--- config.mk ---
export PLATFORM = sky130hd
export DESIGN_NAME = bht_update_ctrl
export DESIGN_NICKNAME = d
export VERILOG_FILES = /design/src/rtl/bht_update_ctrl_pkg.sv /design/src/rtl/bht_upd_fifo.sv /design/src/rtl/bht_update_ctrl.sv
export SDC_FILE = /design/constraint.sdc
export NUM_CORES = 1
export LEC_CHECK = 0
export ABC_AREA = 1
export CORE_MARGIN = 5
export CORE_UTILIZATION = 50
export CTS_CLUSTER_SIZE = 12
export DETAILED_ROUTE_END_ITERATION = 10
export GPL_TIMING_DRIVEN = 0
export PLACE_DENSITY = 0.69
export SLEW_MARGIN = 15
export SYNTH_ARGS = -nofsm -noshare
export SYNTH_HDL_FRONTEND = slang
export SYNTH_SLANG_ARGS = --single-unit
export TNS_END_PERCENT = 30
--- constraint.sdc ---
create_clock -name clock -period 2.7 [get_ports clock]
set_input_delay 0.675 -clock clock [delete_from_list [all_inputs] [get_ports clock]]
set_output_delay 0.675 -clock clock [all_outputs]
set_load 0.05 [all_outputs]
--- src/rtl/bht_update_ctrl_pkg.sv ---
// Shared fetch-side definitions for the local branch history table update path:
// table geometry, update-controller FSM states and the queued commit record.
package bht_update_ctrl_pkg;

    localparam int BHT_IDX_W   = 10;
    localparam int BHT_HIST_W  = 10;
    localparam int BHT_ENTRIES = 1 << BHT_IDX_W;

    typedef enum logic [1:0] {
        ST_IDLE  = 2'd0,
        ST_DRAIN = 2'd1,
        ST_CLEAR = 2'd2
    } bht_upd_state_e;

    typedef struct packed {
        logic [BHT_IDX_W-1:0] index;
        logic                 brdir;
    } bht_upd_entry_t;

    function automatic bht_upd_entry_t make_entry(input logic [BHT_IDX_W-1:0] index,
                                                  input logic                 brdir);
        bht_upd_entry_t e;
        e.index = index;
        e.brdir = brdir;
        return e;
    endfunction

endpackage

--- src/rtl/bht_upd_fifo.sv ---
// Two-write / one-read circular FIFO of committed branch records; port 0 is
// the older slot and is always written ahead of port 1.
module bht_upd_fifo
    import bht_update_ctrl_pkg::*;
#(
    parameter int QDEPTH = 8
) (
    input  logic                        clock,
    input  logic                        reset_n,
    input  logic                        i_push0,
    input  bht_upd_entry_t              i_data0,
    input  logic                        i_push1,
    input  bht_upd_entry_t              i_data1,
    input  logic                        i_pop,
    output bht_upd_entry_t              o_head,
    output logic [$clog2(QDEPTH):0]     o_count
);

    localparam int PTR_W = $clog2(QDEPTH);
    localparam int CNT_W = PTR_W + 1;

    bht_upd_entry_t     r_mem [QDEPTH];
    logic [PTR_W-1:0]   r_wr_ptr;
    logic [PTR_W-1:0]   r_rd_ptr;
    logic [CNT_W-1:0]   r_count;
    logic [PTR_W-1:0]   w_wr_ptr1;
    logic [CNT_W-1:0]   w_npush;

    assign w_wr_ptr1 = r_wr_ptr + {{(PTR_W-1){1'b0}}, 1'b1};
    assign w_npush   = CNT_W'(i_push0) + CNT_W'(i_push1);
    assign o_head    = r_mem[r_rd_ptr];
    assign o_count   = r_count;

    // Storage write; a lone push1 lands in the current tail slot.
    always_ff @(posedge clock) begin
        if (i_push0) begin
            r_mem[r_wr_ptr] <= i_data0;
        end
        if (i_push1) begin
            r_mem[i_push0 ? w_wr_ptr1 : r_wr_ptr] <= i_data1;
        end
    end

    // Pointer and occupancy bookkeeping; pointers wrap naturally (power-of-two depth).
    always_ff @(posedge clock) begin
        if (!reset_n) begin
            r_wr_ptr <= '0;
            r_rd_ptr <= '0;
            r_count  <= '0;
        end else begin
            r_wr_ptr <= r_wr_ptr + PTR_W'(w_npush);
            r_rd_ptr <= r_rd_ptr + PTR_W'(i_pop);
            r_count  <= r_count + w_npush - CNT_W'(i_pop);
        end
    end

endmodule

--- src/rtl/bht_update_ctrl.sv ---
// Scheduler for the single shift-in port of the local BHT: queues retired
// branch outcomes, issues one shift per cycle and sequences full-table clears.
module bht_update_ctrl
    import bht_update_ctrl_pkg::*;
#(
    parameter int QDEPTH = 8,
    parameter int IDX_W  = BHT_IDX_W,
    parameter int HIST_W = BHT_HIST_W
) (
    input  logic             clock,
    input  logic             reset_n,
    input  logic             cm0_valid_i,
    input  logic [IDX_W-1:0] cm0_index_i,
    input  logic             cm0_brdir_i,
    input  logic             cm1_valid_i,
    input  logic [IDX_W-1:0] cm1_index_i,
    input  logic             cm1_brdir_i,
    output logic             cm_ready_o,
    input  logic             clr_req_i,
    output logic             clr_busy_o,
    output logic             clr_done_o,
    output logic             ovf_err_o,
    output logic [IDX_W-1:0] bht_wt_index_o,
    output logic             bht_cm_brdir_o,
    output logic             bht_cm_brdir_se_o
);

    localparam int               CNT_W     = $clog2(QDEPTH) + 1;
    localparam int               HC_W      = $clog2(HIST_W);
    localparam logic [CNT_W-1:0] READY_MAX = CNT_W'(QDEPTH - 2);
    localparam logic [HC_W-1:0]  HC_LAST   = HC_W'(HIST_W - 1);
    localparam logic [IDX_W-1:0] IDX_LAST  = {IDX_W{1'b1}};

    bht_upd_state_e   r_state, w_state_nxt;
    logic [IDX_W-1:0] r_clr_idx;
    logic [HC_W-1:0]  r_clr_cnt;
    logic [IDX_W-1:0] r_wt_index, w_idx_nxt;
    logic             r_brdir, w_dir_nxt;
    logic             r_se, w_se_nxt;
    logic             r_done;
    logic             r_ovf;
    logic             w_ready, w_push0, w_push1, w_drop, w_pop, w_clr_last;
    logic [CNT_W-1:0] w_count;
    bht_upd_entry_t   w_head;

    bht_upd_fifo #(.QDEPTH(QDEPTH)) u_fifo (
        .clock   (clock),
        .reset_n (reset_n),
        .i_push0 (w_push0),
        .i_data0 (make_entry(cm0_index_i, cm0_brdir_i)),
        .i_push1 (w_push1),
        .i_data1 (make_entry(cm1_index_i, cm1_brdir_i)),
        .i_pop   (w_pop),
        .o_head  (w_head),
        .o_count (w_count)
    );

    // FSM state register.
    always_ff @(posedge clock) begin
        if (!reset_n) begin
            r_state <= ST_IDLE;
        end else begin
            r_state <= w_state_nxt;
        end
    end

    // Next-state logic; a clear request outside IDLE is simply not looked at.
    always_comb begin
        w_state_nxt = r_state;
        case (r_state)
            ST_IDLE:  if (clr_req_i)          w_state_nxt = ST_DRAIN; else w_state_nxt = ST_IDLE;
            ST_DRAIN: if (w_count == '0)      w_state_nxt = ST_CLEAR; else w_state_nxt = ST_DRAIN;
            ST_CLEAR: if (w_clr_last)         w_state_nxt = ST_IDLE;  else w_state_nxt = ST_CLEAR;
            default:                          w_state_nxt = ST_IDLE;
        endcase
    end

    // Queue handshake and next values of the write-port registers.
    always_comb begin
        w_ready    = (r_state == ST_IDLE) && (w_count <= READY_MAX);
        w_push0    = cm0_valid_i & w_ready;
        w_push1    = cm1_valid_i & w_ready;
        w_drop     = (cm0_valid_i | cm1_valid_i) & ~w_ready;
        w_pop      = ((r_state == ST_IDLE) || (r_state == ST_DRAIN)) && (w_count != '0);
        w_clr_last = (r_state == ST_CLEAR) && (r_clr_idx == IDX_LAST) && (r_clr_cnt == HC_LAST);
        w_se_nxt   = 1'b0;
        w_idx_nxt  = r_wt_index;
        w_dir_nxt  = r_brdir;
        if (w_pop) begin
            w_se_nxt  = 1'b1;
            w_idx_nxt = w_head.index;
            w_dir_nxt = w_head.brdir;
        end else if (r_state == ST_CLEAR) begin
            w_se_nxt  = 1'b1;
            w_idx_nxt = r_clr_idx;
            w_dir_nxt = 1'b0;
        end else begin
            w_se_nxt  = 1'b0;
        end
    end

    // Clear walk: HIST_W zero shifts per entry, then advance to the next index.
    always_ff @(posedge clock) begin
        if (!reset_n) begin
            r_clr_idx <= '0;
            r_clr_cnt <= '0;
        end else if (r_state == ST_CLEAR) begin
            if (r_clr_cnt == HC_LAST) begin
                r_clr_cnt <= '0;
                r_clr_idx <= r_clr_idx + {{(IDX_W-1){1'b0}}, 1'b1};
            end else begin
                r_clr_cnt <= r_clr_cnt + {{(HC_W-1){1'b0}}, 1'b1};
            end
        end else begin
            r_clr_idx <= '0;
            r_clr_cnt <= '0;
        end
    end

    // Registered write port, done pulse and sticky overflow flag.
    always_ff @(posedge clock) begin
        if (!reset_n) begin
            r_se       <= 1'b0;
            r_wt_index <= '0;
            r_brdir    <= 1'b0;
            r_done     <= 1'b0;
            r_ovf      <= 1'b0;
        end else begin
            r_se       <= w_se_nxt;
            r_wt_index <= w_idx_nxt;
            r_brdir    <= w_dir_nxt;
            r_done     <= w_clr_last;
            r_ovf      <= r_ovf | w_drop;
        end
    end

    assign cm_ready_o        = w_ready;
    assign clr_busy_o        = (r_state != ST_IDLE) | r_done;
    assign clr_done_o        = r_done;
    assign ovf_err_o         = r_ovf;
    assign bht_wt_index_o    = r_wt_index;
    assign bht_cm_brdir_o    = r_brdir;
    assign bht_cm_brdir_se_o = r_se;

endmodule

==> results.md, run 1 <==
* Power Internal at between 5 and 6 mW
* Worst Clk Skew at 0.0129 ns
* Post-synthesis cell type count at 31
* Critical Path RT at 2.03 ns
* Largest net degree at the start of global routing at 17
* Slew headroom at 0.543
* Hpwl dp at 14100 um
* Drt wl/cell at approximately 18 um
* Number of synthesis warnings at 0
* Area share of and/or/nand/nor cells after synthesis at 0.278
* Port bufs at 19
* CP max FO at 3
* Cell Area, Placed at approximately 7300 um2
* Reg clk slew, reported paths at 0.05 ns
* Antenna violations before repair at 0
* Die Y at about 130 um
* CTS tree: yes
* Synthesized net count at a little under 900
* Commonest non-fill, non-tap cell in the layout: nand2_1
* Mapped Cells at approximately 840
* IR drop worst, VDD at roughly 0.7 mV
* Most frequent cells in the layout: 221 x nand2_1, 111 x nand3_1, 94 x nor2_1
* Final setup fails at 0
* Final Cell Area at about 8000 um2
* Flop-to-flop setup slack at approximately 0.16 ns
* Max Clk Rate at roughly 380 MHz
* CTS sink cnt at approximately 130
* GRT overflow at 0
* Worst Setup Start Kind: flip-flop
* Vias at between 6000 and 7000
* Sw frac at 0.418
* Hold_ws at 0.450 ns
* I/O pins at 43
* Fill cells at ~1200
* # DRC at 0
* Routed Antenna Nets at 0
* Worst hold path type: flip-flop to flip-flop
* Chip Width at about 130 um
* H-tree depth at 4
* Crit path capture: cm_ready_o
* Starting DRC count in detailed routing at approximately 520
* Worst setup path startpoint: u_fifo.o_count[3]$_SDFF_PN0_
* Global-route wire length before repair at around 31000 um
* Area growth syn-to-layout at 15.1%
* RR Startpoint: u_fifo.o_count[3]$_SDFF_PN0_
* Syn Area/Cell at ~8 um2
* Arr. time, crit path at 1.97 ns
* Clk_lat worst skew at ~0.43 ns
* Main combinational cell family by area after synthesis: simple AND/OR/NAND/NOR gates
* Vias in the first global route at between 5000 and 6000
* Layout cells sized above 1 at 0.120
* Adder-cell area share of the yosys netlist at 0.0332
* CP Class: flip-flop to primary output
* CP Capture Type: primary output
* Core area at between 10000 and 15000 um2
* Num CTS Buffers at 17
* RR Endpoint: u_fifo.o_count[2]$_SDFF_PN0_
* Mux cell area share after synthesis at 0
* Initial core utilization at 0.514
* Status: finished, final reports clean
* DR vias/cell at around 5.7
* N_diodes at 0
* Die Footprint at 16200 um2
* Row count at 42
* Nets at 922
* Sequential-to-total area share from yosys stat at 0.502
* Final-report hold violation count at 0
* Fin crit share at 0.979
* Gpl congestion at roughly 0.96
* DRT Wirelength at 19700 um
* CTS Root Buffer Type: clkbuf_16
* Xor/xnor cell area share of the yosys netlist at 0.00638
* Pin slew with the least headroom to its limit at slightly below 0.7 ns
* GRT Util Overall at 0.248
* TritonRoute pass-1 iters at 5
* Yosys reg bits at 128
* Pwr dens at 1090 nW/um2
* Worst R2R Path Depth at 14
* Combinational share of power at 0.424
* NetSw at about 3.6 mW
* Clock share of power at 0.255
* Post-synthesis compound-gate area fraction at 0.0985
* Max-cap viol count at 0
* Leak Pwr at 3.30 nW
* Final period demand of the worst path at roughly 2.6 ns
* Flop pwr share at 0.322
* RSZ-0062 raised after global routing: true
* Count of final max-slew check failures at 0
* Setup TNS at 0 ns
* Max Root-Sink Buffers at 2
* Synthesized area at ~6900 um2
[layout make-up]
| type | instances | area [um2] | share of cell area |
|---|---|---|---|
| Tap cell | 176 | 220 | 0.0279 |
| Inverter | 50 | 191 | 0.0242 |
| Clock inverter | 10 | 85.1 | 0.0108 |
| Multi-Input combinational cell | 590 | 2890 | 0.366 |
| Clock buffer | 22 | 475 | 0.0602 |
| Sequential cell | 128 | 3440 | 0.436 |
| Buffer | 69 | 369 | 0.0467 |
| Timing Repair Buffer | 22 | 221 | 0.0280 |
[stage by stage]
step                std cells  utilization  power, mW  setup slack (ns)
floorplan                 838            -       5.23             0.111
global placement         1033        0.545       6.23            -0.754
detailed placement       1035        0.546       6.37            -0.439
CTS                      1066        0.588       8.54            0.0175
global route             1067        0.592       9.10           -0.0202
finish                   1067        0.592       8.61            0.0570
[what timing repair did]
action | CTS | global route
pin swaps | 0 | 1
endpoints found under the setup margin | 9 | 86
hold buffers | 0 | 0
buffers inserted | 0 | 1
resized for setup | 2 | 13
[cells in the mapped netlist]
cell type  instances  share of area
nand2_1          228           0.12
nand3_1          111          0.081
nor2_1            94          0.051
edfxtp_1          88           0.39
o21ai_0           56          0.041
inv_1             48          0.026
dfxtp_1           40           0.12
buf_2             25          0.018
a21oi_1           23          0.017
o211ai_1          22          0.024
clkbuf_1          20          0.011
ha_1              15          0.027
buf_4             10          0.011
clkbuf_2           9         0.0066
o221ai_1           9          0.011
nand4_1            6         0.0055
nand2_2            5         0.0046
nor2_2             5         0.0046
xnor2_1            5         0.0064
buf_6              4         0.0066
buf_1              2         0.0011
clkinv_1           2         0.0011
fa_1               2         0.0058
or2_2              2         0.0018
a21boi_2           1         0.0016
a21oi_2            1         0.0013
nand3b_1           1         0.0011
nand4_2            1         0.0018
nor2_4             1         0.0016
o21bai_1           1         0.0011
o41ai_1            1         0.0013
[flip-flops by register name (all words and copies together), names as in the netlist]
name / flops
u_fifo.r_mem: 88
bht_wt_index_o: 10
r_clr_idx: 10
r_clr_cnt: 4
u_fifo.o_count: 4
u_fifo.r_rd_ptr: 3
u_fifo.r_wr_ptr: 3
r_state: 2
bht_cm_brdir_o: 1
bht_cm_brdir_se_o: 1
clr_done_o: 1
ovf_err_o: 1
[cell families after synthesis]
logic type	count (synthesis)
fa+ha+maj	17
buf+inv	120
xor+xnor	5
compound gates	114
simple gates	454
flops	128
[power by group through the flow]
| stage | clock network, mW | registers (mW) | logic [mW] |
|---|---|---|---|
| after floorplan | 0 | 2.99 | 2.24 |
| after global placement | 0 | 2.79 | 3.45 |
| after detailed placement | 0 | 2.81 | 3.56 |
| after CTS | 2.20 | 2.77 | 3.57 |
| after global routing | 2.30 | 2.80 | 4.00 |
| final | 2.19 | 2.77 | 3.65 |
[how the worst min path moves through the flow]
| stage | start | end | slack (ns) | depth (start not counted) |
|---|---|---|---|---|
| 3_3_place_gp | ovf_err_o$_SDFF_PN0_ | ovf_err_o$_SDFF_PN0_ | 0.43 | 2 |
| 4_1_cts | ovf_err_o$_SDFF_PN0_ | ovf_err_o$_SDFF_PN0_ | 0.45 | 2 |
| 2_1_floorplan | r_clr_cnt[0]$_SDFF_PP0_ | r_clr_cnt[0]$_SDFF_PP0_ | 0.43 | 1 |
| 3_5_place_dp | ovf_err_o$_SDFF_PN0_ | ovf_err_o$_SDFF_PN0_ | 0.44 | 2 |
| 5_1_grt | ovf_err_o$_SDFF_PN0_ | ovf_err_o$_SDFF_PN0_ | 0.49 | 2 |
| 6_report | ovf_err_o$_SDFF_PN0_ | ovf_err_o$_SDFF_PN0_ | 0.45 | 2 |
[per-layer routing]
layer	vias to the layer above	track usage	routed length, um	share of wire
li1	2883	-	-	-
met1	2785	0.323	8060	0.41
met2	327	0.391	9180	0.47
met3	57	0.0597	1810	0.092
met4	0	0.122	622	0.032
met5	-	0	0	0
[critical path, stage by stage, from the launching register on]
cell           delay, ns
dfxtp_1             0.33
inv_1               0.08
ha_1                0.22
nand2_1             0.09
nand2_1             0.10
a21boi_4            0.18
dlygate4sd2_1       0.55
Power figures use the tool's default switching activity.
==> run 2: changes to the inputs <==
- SETUP_SLACK_MARGIN: unset -> 0.1
- SKIP_CTS_REPAIR_TIMING: unset -> 1
==> run 2 against run 1 <==
Compared with the run above: clock skew decreased by 0.0015 ns; non-clock buffer count rose by 2; largest power group unchanged; design area is 0.49% higher; total power is 0.89% higher; via count grew 0.21%; largest cell class unchanged; core utilization up 0.29 points.
==> results.md, run 2 (same netlist as run 1, synthesis figures left out) <==
* Status: finished, final reports clean
* Routed Antenna Nets at 0 (unchanged)
* Clock share of power at 0.253 (-0.002)
* Row count at 42 (unchanged)
* Hold_ws at 0.450 ns (-0.000227 ns)
* Fin crit share at 0.955 (-0.0234)
* Leak Pwr at 3.32 nW (+0.55%)
* CTS Root Buffer Type: clkbuf_16
* Layout Cells excl Fill at 1069 (+0.19%)
* Pre-CTS WS at -0.439 ns (unchanged)
* Setup slack after layout at 0.120 ns (+0.0632 ns)
* NetSw at 3.62 mW (+0.50%)
* Pin slew with the least headroom to its limit at 0.696 ns (+0.00940 ns)
* Nets at 924 (+0.22%)
* TritonRoute pass-1 iters at 5 (unchanged)
* GRT Util Overall at 0.248 (unchanged)
* Critical Path RT at 2.83 ns (+0.80 ns)
* Setup TNS at 0 ns (unchanged)
* CP Class: flip-flop to flip-flop
* CTS sink cnt at 128 (unchanged)
* I/O pins at 43 (unchanged)
* Cell Area, Placed at 7290 um2 (unchanged)
* Combinational share of power at 0.427 (+0.003)
* Reg clk slew, reported paths at 0.05 ns (about the same)
* Worst hold path type: flip-flop to flip-flop
* H-tree depth at 4 (unchanged)
* Area growth syn-to-layout at 15.7%
* Initial core utilization at 0.514 (unchanged)
* Gpl congestion at 0.957 (unchanged)
* Antenna violations before repair at 0 (unchanged)
* Clk_lat worst skew at 0.43 ns (about the same)
* Drt wl/cell at 18.4 um (-0.22%)
* Starting DRC count in detailed routing at 614 (+19%)
* Final Cell Area at 7940 um2 (+0.49%)
* Commonest non-fill, non-tap cell in the layout: nand2_1
* Power Internal at 5.07 mW (+1.2%)
* Core area at 13300 um2 (unchanged)
* Vias in the first global route at 5793 (+0.052%)
* Vias at 6065 (+0.21%)
* Hpwl dp at 14100 um (unchanged)
* Final setup fails at 0 (unchanged)
* Port bufs at 19 (unchanged)
* Count of final max-slew check failures at 0 (unchanged)
* CP Capture Type: flip-flop
* Global-route wire length before repair at 30600 um (about the same)
* Max-cap viol count at 0 (unchanged)
* Flop pwr share at 0.319 (-0.003)
* CTS tree: yes
* Final-report hold violation count at 0 (unchanged)
* Final period demand of the worst path at 2.58 ns (-0.0632 ns)
* Arr. time, crit path at 2.71 ns (+0.74 ns)
* CP max FO at 10 (+7)
* Chip Width at 127 um (unchanged)
* Pwr Total at 8.69 mW (+0.89%)
* Pwr dens at 1090 nW/um2 (+0.40%)
* Die Y at 127 um (unchanged)
* Largest net degree at the start of global routing at 17 (unchanged)
* RSZ-0062 raised after global routing: true
* # DRC at 0 (unchanged)
* IR drop worst, VDD at 0.682 mV (-0.24%)
* Num CTS Buffers at 17 (unchanged)
* DRT Wirelength at 19700 um (about the same)
* Slew headroom at 0.536 (-0.00627)
* Largest register FFs at 88 (unchanged)
* Worst Clk Skew at 0.0114 ns (-0.00146 ns)
* Final core occ at 0.594 (+0.00291)
* N_diodes at 0 (unchanged)
* Biggest register: u_fifo.r_mem
* Layout cells sized above 1 at 0.124 (+0.00421)
* Worst Setup Start Kind: flip-flop
* GRT overflow at 0 (unchanged)
* Max Root-Sink Buffers at 2 (unchanged)
* Most frequent cells in the layout: 222 x nand2_1, 111 x nand3_1, 94 x nor2_1
* Sw frac at 0.417 (-0.00162)
* Max Clk Rate at 388 MHz (+2.4%)
* DR vias/cell at 5.67 (about the same)
* Die Footprint at 16200 um2 (unchanged)
* Inst Count DP at 1035 (unchanged)
## run 2: power groups by stage
| stage | registers, mW | clock network [mW] | logic [mW] |
|---|---|---|---|
| after floorplan | 2.99 | 0 | 2.24 |
| after global placement | 2.79 | 0 | 3.45 |
| after detailed placement | 2.81 | 0 | 3.56 |
| after CTS | 2.77 | 2.20 | 3.58 |
| after global routing | 2.80 | 2.30 | 4.08 |
| final | 2.77 | 2.20 | 3.71 |
## run 2: layout make-up
cell class                      count  area [um2]
Clock buffer                       22         475
Clock inverter                     10        85.1
Timing Repair Buffer               23         233
Tap cell                          176         220
Fill cell                        1147        5410
Sequential cell                   128        3440
Multi-Input combinational cell    590        2910
Inverter                           50         191
Buffer                             70         380
## run 2: worst paths after layout
path	startpoint	endpoint	slack, ns	cells past startpoint
setup / recovery	u_fifo.o_count[3]$_SDFF_PN0_	u_fifo.r_mem[6][8]$_DFFE_PP_	0.12	11
hold / removal	ovf_err_o$_SDFF_PN0_	ovf_err_o$_SDFF_PN0_	0.45	2
setup reg to reg	u_fifo.o_count[3]$_SDFF_PN0_	u_fifo.r_mem[6][8]$_DFFE_PP_	0.12	11
hold reg to reg	ovf_err_o$_SDFF_PN0_	ovf_err_o$_SDFF_PN0_	0.45	2
## run 2: critical path, cell delays in order (launching register included)
cell and delay (ns):
dfxtp_1 0.31, inv_1 0.11, ha_2 0.21, nand3_1 0.14
nand2_1 0.19, nand4_1 0.19, a21oi_2 0.24, buf_4 0.21
nand2_2 0.09, buf_6 0.16, o21ai_1 0.21, buf_6 0.22
## run 2: metal layers
layer | routed length, um | global-route usage
met1 | 7750 | 0.322
met2 | 9240 | 0.392
met3 | 1980 | 0.0597
met4 | 685 | 0.122
met5 | 0 | 0
==> run 3: changes to the inputs <==
- PLACE_DENSITY: 0.69 -> unset
- PLACE_DENSITY_LB_ADDON: unset -> 0.05
==> run 3 against run 2 <==
Compared with the run above: sequential power is essentially flat; clock skew down 0.00074 ns; total power grew 0.12%; largest cell class unchanged.
==> results.md, run 3 (same netlist as run 1, synthesis figures left out) <==
* Vias in the first global route at 5851 (+1.0%)
* Fin crit share at 0.926 (-0.0295)
* Reg clk slew, reported paths at 0.06 ns (about the same)
* DRT Wirelength at 20600 um (+4.9%)
* Gpl congestion at 0.964 (+0.76%)
* DR vias/cell at 5.66 (-0.19%)
* Arr. time, crit path at 1.83 ns (-0.88 ns)
* Register area at 3440 um2 (unchanged)
* RR Endpoint: u_fifo.o_count[2]$_SDFF_PN0_
* Layout cells sized above 1 at 0.124 (-0.000278)
* Leak Pwr at 3.33 nW (+0.17%)
* Count of final max-slew check failures at 0 (unchanged)
* Commonest non-fill, non-tap cell in the layout: nand2_1
* Largest register FFs at 88 (unchanged)
* Final-report hold violation count at 0 (unchanged)
* Final period demand of the worst path at 2.50 ns (-0.0796 ns)
* RR Startpoint: u_fifo.o_count[2]$_SDFF_PN0_
* Hold EP: ovf_err_o$_SDFF_PN0_
* Status: finished, final reports clean
* Die Y at 127 um (unchanged)
* Pwr Total at 8.70 mW (+0.12%)
* RSZ-0062 raised after global routing: true
* Hold_sp: ovf_err_o$_SDFF_PN0_
* Routed Antenna Nets at 0 (unchanged)
* Pwr dens at 1090 nW/um2 (-0.19%)
* Most frequent cells in the layout: 221 x nand2_1, 110 x nand3_1, 94 x nor2_1
* CP max FO at 10 (unchanged)
* Met1 usage at 0.346 (+0.0248)
* CP Class: flip-flop to primary output
* Port bufs at 19 (unchanged)
* Critical Path RT at 2.03 ns (-0.80 ns)
* Worst Clk Skew at 0.0107 ns (-0.000745 ns)
* Layout Cells excl Fill at 1071 (+0.19%)
* Max-cap viol count at 0 (unchanged)
* Worst hold path type: flip-flop to flip-flop
* Largest net degree at the start of global routing at 17 (unchanged)
* Die Footprint at 16200 um2 (unchanged)
* Antenna violations before repair at 0 (unchanged)
* Initial core utilization at 0.514 (unchanged)
* Slew headroom at 0.515 (-0.0218)
* Vias at 6065 (unchanged)
* Nets at 926 (+0.22%)
* Core area at 13300 um2 (unchanged)
* CP Capture Type: primary output
* Area growth syn-to-layout at 16.1%
* Hold Crit Depth at 2 (unchanged)
* Setup TNS at 0 ns (unchanged)
* Pre-CTS WS at -0.551 ns (-0.112 ns)
* Row count at 42 (unchanged)
* GRT met2 Usage at 0.397 (+0.00498)
* Chip Width at 127 um (unchanged)
* Max Clk Rate at 400 MHz (+3.2%)
* Drt wl/cell at 19.3 um (+4.7%)
* Starting DRC count in detailed routing at 595 (-3.1%)
* Num CTS Buffers at 17 (unchanged)
* Clk_lat worst skew at 0.43 ns (about the same)
* CTS Root Buffer Type: clkbuf_16
* Worst Setup Start Kind: flip-flop
* Inst Count DP at 1033 (-0.19%)
* H-tree depth at 4 (unchanged)
* GRT Util Overall at 0.261 (+0.0131)
* Multi-input logic area at 2920 um2 (+0.65%)
* Worst R2R Path Depth at 12 (+1)
* GRT overflow at 0 (unchanged)
* Setup slack after layout at 0.200 ns (+0.0796 ns)
* Max Root-Sink Buffers at 2 (unchanged)
* Biggest register: u_fifo.r_mem
* TritonRoute pass-1 iters at 5 (unchanged)
* CTS sink cnt at 128 (unchanged)
* IR drop worst, VDD at 0.579 mV (-15%)
* I/O pins at 43 (unchanged)
* Global-route wire length before repair at 31700 um (+3.4%)
* N_diodes at 0 (unchanged)
* CTS tree: yes
* Fill cells at 1210 (+5.5%)
* Flop-to-flop setup slack at 0.26 ns (+0.14 ns)
* Final setup fails at 0 (unchanged)
* Met3 Track Usage GR at 0.0630 (+0.00334)
* Hpwl dp at 14500 um (+3.3%)
* # DRC at 0 (unchanged)
* Most used routing layer: met2
* Pin slew with the least headroom to its limit at 0.728 ns (+0.0326 ns)
-- run 3: cell count changes in the layout (fill, tap and decap cells not counted), moves of 2 or more --
cell and change:
clkbuf_1 +2, buf_4 +3, o21ai_1 -2, clkbuf_8 +3, clkinvlp_4 -2, clkinv_1 +2, clkinv_2 -3
-- run 3: area by class of cell --
cell class | count | area share
flip-flops and latches | 128 | 0.433
inverters | 50 | 0.0240
clock buffers | 26 | 0.0627
well taps | 176 | 0.0277
clock inverters | 6 | 0.00707
plain buffers | 70 | 0.0483
repair buffers | 25 | 0.0302
multi-input cells | 590 | 0.367
-- run 3: layer usage --
layer  share of wire  vias to the layer above
li1                -                     2897
met1            0.40                     2792
met2            0.45                      316
met3            0.10                       60
met4           0.044                        0
met5               0                        -
-- run 3: worst max-delay path by stage --
stage | end | start | slack, ns | depth (start not counted)
2_1_floorplan | u_fifo.o_count[2]$_SDFF_PN0_ | u_fifo.o_count[3]$_SDFF_PN0_ | 0.11 | 14
3_3_place_gp | u_fifo.r_mem[7][9]$_DFFE_PP_ | cm0_valid_i | -0.57 | 9
3_5_place_dp | u_fifo.r_mem[7][8]$_DFFE_PP_ | cm0_valid_i | -0.55 | 9
4_1_cts | cm_ready_o | u_fifo.o_count[3]$_SDFF_PN0_ | -0.25 | 6
5_1_grt | clr_busy_o | r_state[1]$_SDFF_PN0_ | 0.09 | 3
6_report | clr_busy_o | r_state[1]$_SDFF_PN0_ | 0.20 | 3
-- run 3: where the power goes --
group          switching (mW)  internal, mW
Sequential              0.160          2.59
Combinational            2.62          1.15
Clock                   0.828          1.35
-- run 3: worst max-delay path, cell delays in order (launching register included) --
cell,delay [ns]
dfxtp_1,0.35
nor2_4,0.26
nand2_1,0.08
clkdlybuf4s50_1,0.71
-- run 3: stage by stage --
stage | util | hold WS, ns | instance area [um2]
2_1_floorplan | - | 0.434 | 6870
3_3_place_gp | 0.545 | 0.444 | 7280
3_5_place_dp | 0.545 | 0.445 | 7280
4_1_cts | 0.587 | 0.452 | 7830
5_1_grt | 0.596 | 0.468 | 7960
6_report | 0.596 | 0.450 | 7960
